**config.mk**
```make
export PLATFORM = sky130hd
export DESIGN_NAME = pe_south_link_arbiter
export DESIGN_NICKNAME = d
export VERILOG_FILES = /design/src/rtl/pe_south_link_arbiter.sv
export SDC_FILE = /design/constraint.sdc
export NUM_CORES = 1
export LEC_CHECK = 0
export ABC_AREA = 1
export CAP_MARGIN = 20
export CORE_AREA = 2 2 264 266
export CTS_CLUSTER_SIZE = 12
export DETAILED_ROUTE_END_ITERATION = 7
export DIE_AREA = 0 0 266 268
export GPL_ROUTABILITY_DRIVEN = 0
export PLACE_DENSITY_LB_ADDON = 0.12
export SYNTH_ARGS = -nofsm -noshare
export SYNTH_HDL_FRONTEND = slang
export SYNTH_SLANG_ARGS = --single-unit
```
**constraint.sdc**
```tcl
create_clock -name clk -period 2.2 [get_ports clk]
set_input_delay 0.33 -clock clk [delete_from_list [all_inputs] [get_ports clk]]
set_output_delay 0.33 -clock clk [all_outputs]
set_load 0.05 [all_outputs]
```
**src/rtl/pe_south_link_arbiter.sv**
```systemverilog
// Round-robin arbiter sharing one south-bound PE link among NUM_REQ page engines.
// Locks onto one requester per packet, forwards beats through a single output register.
module pe_south_link_arbiter #(
    parameter int DATA_WIDTH = 130,
    parameter int NUM_REQ    = 4,
    parameter int TIMEOUT    = 16
) (
    input  logic                          clk,
    input  logic                          reset,
    input  logic                          ap_start,
    input  logic [NUM_REQ-1:0]            in_valid,
    input  logic [NUM_REQ*DATA_WIDTH-1:0] in_data,
    input  logic [NUM_REQ-1:0]            in_last,
    output logic [NUM_REQ-1:0]            in_ready,
    output logic                          out_valid,
    output logic [DATA_WIDTH-1:0]         out_data,
    output logic                          out_last,
    input  logic                          out_ready,
    output logic [$clog2(NUM_REQ)-1:0]    grant_id,
    output logic                          busy,
    output logic                          timeout_err
);

    localparam int GW = $clog2(NUM_REQ);
    localparam int CW = $clog2(TIMEOUT + 1);

    // Handshake: a beat moves on in_valid[g] & in_ready[g]; out side moves on out_valid & out_ready.
    typedef enum logic {IDLE, GRANT} state_t;

    state_t                state;
    logic [CW-1:0]         idle_cnt;
    logic                  can_load;
    logic                  xfer;
    logic [DATA_WIDTH-1:0] sel_data;
    logic                  sel_last;
    logic                  found;
    logic [GW-1:0]         next_id;

    assign can_load = ap_start & (~out_valid | out_ready);

    always_comb begin
        in_ready = '0;
        sel_data = '0;
        sel_last = 1'b0;
        for (int i = 0; i < NUM_REQ; i++) begin
            if (grant_id == GW'(i)) begin
                in_ready[i] = (state == GRANT) & can_load;
                sel_data    = in_data[i*DATA_WIDTH +: DATA_WIDTH];
                sel_last    = in_last[i];
            end
        end
    end

    assign xfer = |(in_valid & in_ready);

    // Cyclic search starting just after the previous grantee.
    always_comb begin
        found   = 1'b0;
        next_id = grant_id;
        for (int k = 1; k <= NUM_REQ; k++) begin
            if (!found && in_valid[(int'(grant_id) + k) % NUM_REQ]) begin
                found   = 1'b1;
                next_id = GW'((int'(grant_id) + k) % NUM_REQ);
            end
        end
    end

    always_ff @(posedge clk or negedge reset) begin
        if (!reset) begin
            state       <= IDLE;
            idle_cnt    <= '0;
            grant_id    <= GW'(NUM_REQ - 1);
            busy        <= 1'b0;
            timeout_err <= 1'b0;
            out_valid   <= 1'b0;
            out_data    <= '0;
            out_last    <= 1'b0;
        end else begin
            timeout_err <= 1'b0;

            if (xfer) begin
                out_valid <= 1'b1;
                out_data  <= sel_data;
                out_last  <= sel_last;
            end else if (out_ready) begin
                out_valid <= 1'b0;
            end

            case (state)
                IDLE: begin
                    if (ap_start && found) begin
                        grant_id <= next_id;
                        state    <= GRANT;
                        busy     <= 1'b1;
                        idle_cnt <= '0;
                    end
                end
                GRANT: begin
                    if (xfer) begin
                        idle_cnt <= '0;
                        if (sel_last) begin
                            state <= IDLE;
                            busy  <= 1'b0;
                        end
                    end else if (ap_start) begin
                        // Revoke without inserting out_last; the partial packet stays open.
                        if (idle_cnt == CW'(TIMEOUT - 1)) begin
                            state       <= IDLE;
                            busy        <= 1'b0;
                            timeout_err <= 1'b1;
                            idle_cnt    <= '0;
                        end else begin
                            idle_cnt <= idle_cnt + 1'b1;
                        end
                    end
                end
            endcase
        end
    end

endmodule

```
==> metrics.txt <==
result of the run=complete, no violations; H-tree lvl count=4; average wire per cell in the routed design=20.3 um; final critical-path required period=roughly 2100 ps; buffering stage count on the worst path with inverters included=3; multi-input gate area in the final layout=0.00537 mm2; initial antenna violation count=8; Yosys warning count=0; number of port buffers=671; root buffer selected by CTS=sky130_fd_sc_hd__clkbuf_16; final-layout worst hold slack=437 ps; average footprint of a synthesized cell=6.69 um2; final-stage net count=about 2600; number of clock buffers inserted by TritonCTS=17; die span in y=268 um; remaining design rule violation count=0; Setup Skew=13.0 ps; cell-by-cell listing of the critical path=buf_6 > ha_4 > inv_8 > nor2_4 > buf_12; max-capacitance violation count=0; commonest register cell after synthesis=sky130_fd_sc_hd__dfrtp_1; Critical Path Sink Type=output pin; worst voltage drop across the vdd grid=~0.49 mV; number of nets with antenna violations after detailed routing=0; share of synthesized registers carrying an async set or reset=100%; master of the slowest instance on the critical path=sky130_fd_sc_hd__dfstp_2; Synthesized Nets=1960; total power draw=28600 uW; Core Area=0.0682 mm2; share of the synthesized area in the top cell type=36.8%; share of the yosys chip area belonging to registers=37.4%; Max clock buf depth=2; vias in the first global route=between 10000 and 15000; signed area change from the synthesized netlist to the final layout=97.4%; instance count of the mapped netlist=1423; footprint of the flip-flops and latches=approximately 0.0036 mm2; dominant cell by count in the synthesized netlist=sky130_fd_sc_hd__nand2_1; critical path class=flip-flop to output pin; clock sink count=approximately 140; total negative setup slack=0 ps; initial DRC count=734; global-route wire length before repair=between 80 and 90 mm; setup slack, reg-to-reg=120 ps; top area cells in the synthesized netlist=sky130_fd_sc_hd__dfrtp_1, sky130_fd_sc_hd__nand2_1, sky130_fd_sc_hd__o21ai_0; Fmax=~470 MHz; initial core utilization=between 10% and 20%; worst slew margin relative to its limit=a little under three fifths; fraction of final layout cells with drive strength greater than 1=about 8.7%; Filler Cell Count=7415; Post-synth EDFFs=0; number of distinct standard cells referenced by the synthesized netlist=27; Static Leakage=roughly 0.0078 uW; total setup violations reported at the end of the flow=0; unrepaired setup endpoints after global routing=true; routed vias=12400; arrival time of data at the critical path endpoint=1800 ps; largest area contributor in the netlist=sky130_fd_sc_hd__dfrtp_1; Total Wirelength=60.6 mm; kind of path behind the tightest hold check=primary input to asynchronous set/reset pin; Row Count=96; Clock transition at path regs=60 ps; die area=0.0713 mm2; clock latency at the later pin of the worst-skew pair=roughly 480 ps; areal power density over the cells=1520 mW/mm2; peak fanout along the critical path=27; All-Layer GR Usage=roughly 16%; final slew viol count=0; Post-synth top cells=sky130_fd_sc_hd__nand2_1, sky130_fd_sc_hd__o21ai_0, sky130_fd_sc_hd__nand3_1; startpoint type of the worst setup path=flip-flop; required time of the worst setup path=1870 ps; maximum number of pins on one net before global-route repair=70; number of failing hold endpoints at the final stage=0; first-pass iteration count of the detailed router=5; Die W=roughly 270 um; number of cells traversed by the worst register-to-register path=11; crit-path leading delay family=flip-flops; clock tree from TritonCTS=built; reg2reg end=out_data[55]$_DFFE_PN0P_; startpoint of the worst register-to-register path=grant_id[0]$_DFFE_PN1P_; transition time of the tightest slew-check pin=674 ps; combined area of all synthesized cells=around 0.0095 mm2; flip-flop and latch count after synthesis=approximately 140; GRT Residual Overflow=0; placed wire-length estimate=46.3 mm; highest cell delay on the worst timing path=~600 ps; IO Count=672; final clock period utilization by the worst path=96.6%; via density per instance=4.17
==> where the power goes <==
group	leakage, uW	total, uW	switching (uW)	internal, uW
logic	0.00577	21000	13300	7750
clock network	0.000270	2890	1220	1670
registers	0.00177	4630	748	3880
total	0.00781	28600	15300	13300
==> cell usage in the layout (no fill, tap or decap), types with 6 or more instances in the layout <==
cell type | Yosys | final
sky130_fd_sc_hd__a21oi_1 | 136 | 132
sky130_fd_sc_hd__buf_12 | 0 | 24
sky130_fd_sc_hd__buf_16 | 0 | 6
sky130_fd_sc_hd__buf_4 | 6 | 67
sky130_fd_sc_hd__buf_6 | 10 | 6
sky130_fd_sc_hd__bufbuf_16 | 0 | 6
sky130_fd_sc_hd__clkbuf_16 | 0 | 18
sky130_fd_sc_hd__clkdlybuf4s50_1 | 0 | 664
sky130_fd_sc_hd__dfrtp_1 | 140 | 140
sky130_fd_sc_hd__diode_2 | 0 | 7
sky130_fd_sc_hd__inv_1 | 14 | 11
sky130_fd_sc_hd__nand2_1 | 408 | 407
sky130_fd_sc_hd__nand2_2 | 11 | 12
sky130_fd_sc_hd__nand3_1 | 150 | 148
sky130_fd_sc_hd__nor2_1 | 10 | 6
sky130_fd_sc_hd__o21ai_0 | 303 | 290
sky130_fd_sc_hd__o21ai_1 | 95 | 104
==> kinds of logic (layout without fill, tap and decap cells) <==
logic type	after synthesis	count (layout)	synth area share (%)
fa+ha+maj	5	5	0.657
buf+inv	148	822	7.52
flops	142	142	37.4
simple gates	586	586	25.5
other cells	0	7	0
compound gates	539	539	28.7
xor+xnor	3	3	0.276
==> through the flow <==
step                      util [%]  worst slack [ps]  cell area (um2)  std cells
after floorplan                  -             -23.3             9530       1423
after global placement        26.0              95.9            17700       2930
after detailed placement      26.0               111            17700       2930
after CTS                     27.2             -35.7            18600       2972
after global routing          27.5             -14.5            18800       2983
final                         27.5              74.6            18800       2986
==> layout make-up <==
type | count | share of cell area, %
multi-input combinational | 1133 | 28.6
inverter | 17 | 0.479
timing repair buffer | 775 | 43.1
clock inverter | 11 | 0.639
tap | 882 | 5.87
clock buffer | 19 | 2.36
antenna | 7 | 0.0932
sequential | 142 | 18.9
==> how the worst max path moves through the flow <==
| stage | startpoint | end | slack, ps | depth (start not counted) |
|---|---|---|---|---|
| finish | grant_id[0]$_DFFE_PN1P_ | in_ready[3] | 70 | 5 |
| global route | grant_id[1]$_DFFE_PN1P_ | out_data[99]$_DFFE_PN0P_ | -10 | 12 |
| CTS | grant_id[0]$_DFFE_PN1P_ | in_ready[3] | -40 | 5 |
| detailed placement | ap_start | out_data[40]$_DFFE_PN0P_ | 110 | 9 |
| global placement | grant_id[0]$_DFFE_PN1P_ | out_data[99]$_DFFE_PN0P_ | 100 | 9 |
| floorplan | grant_id[1]$_DFFE_PN1P_ | in_ready[2] | -20 | 6 |
==> what timing repair did <==
action | in CTS | in global routing
hold buffers | 1 | 0
pin swaps | 1 | 2
setup endpoints to repair | 4 | 70
gates resized for setup | 13 | 38
endpoints found under the hold margin | 50 | 0
gates cloned | 6 | 1
buffers inserted | 5 | 6
==> registers in the layout, summed over array words and instances, names as in the netlist <==
register,count
timeout_err,1
grant_id,2
state,1
busy,1
out_valid,1
out_data,130
idle_cnt,5
out_last,1
==> layer usage <==
metal / track usage [%] / wire length [um] / vias to the layer above
met2: 29.6 / 31300 / 448
met4: 4.92 / 1030 / 8
met3: 5.06 / 4750 / 50
met5: 0 / 51 / -
li1: - / - / 6202
met1: 18.4 / 23400 / 5740
(Power assumes the default switching activity.)
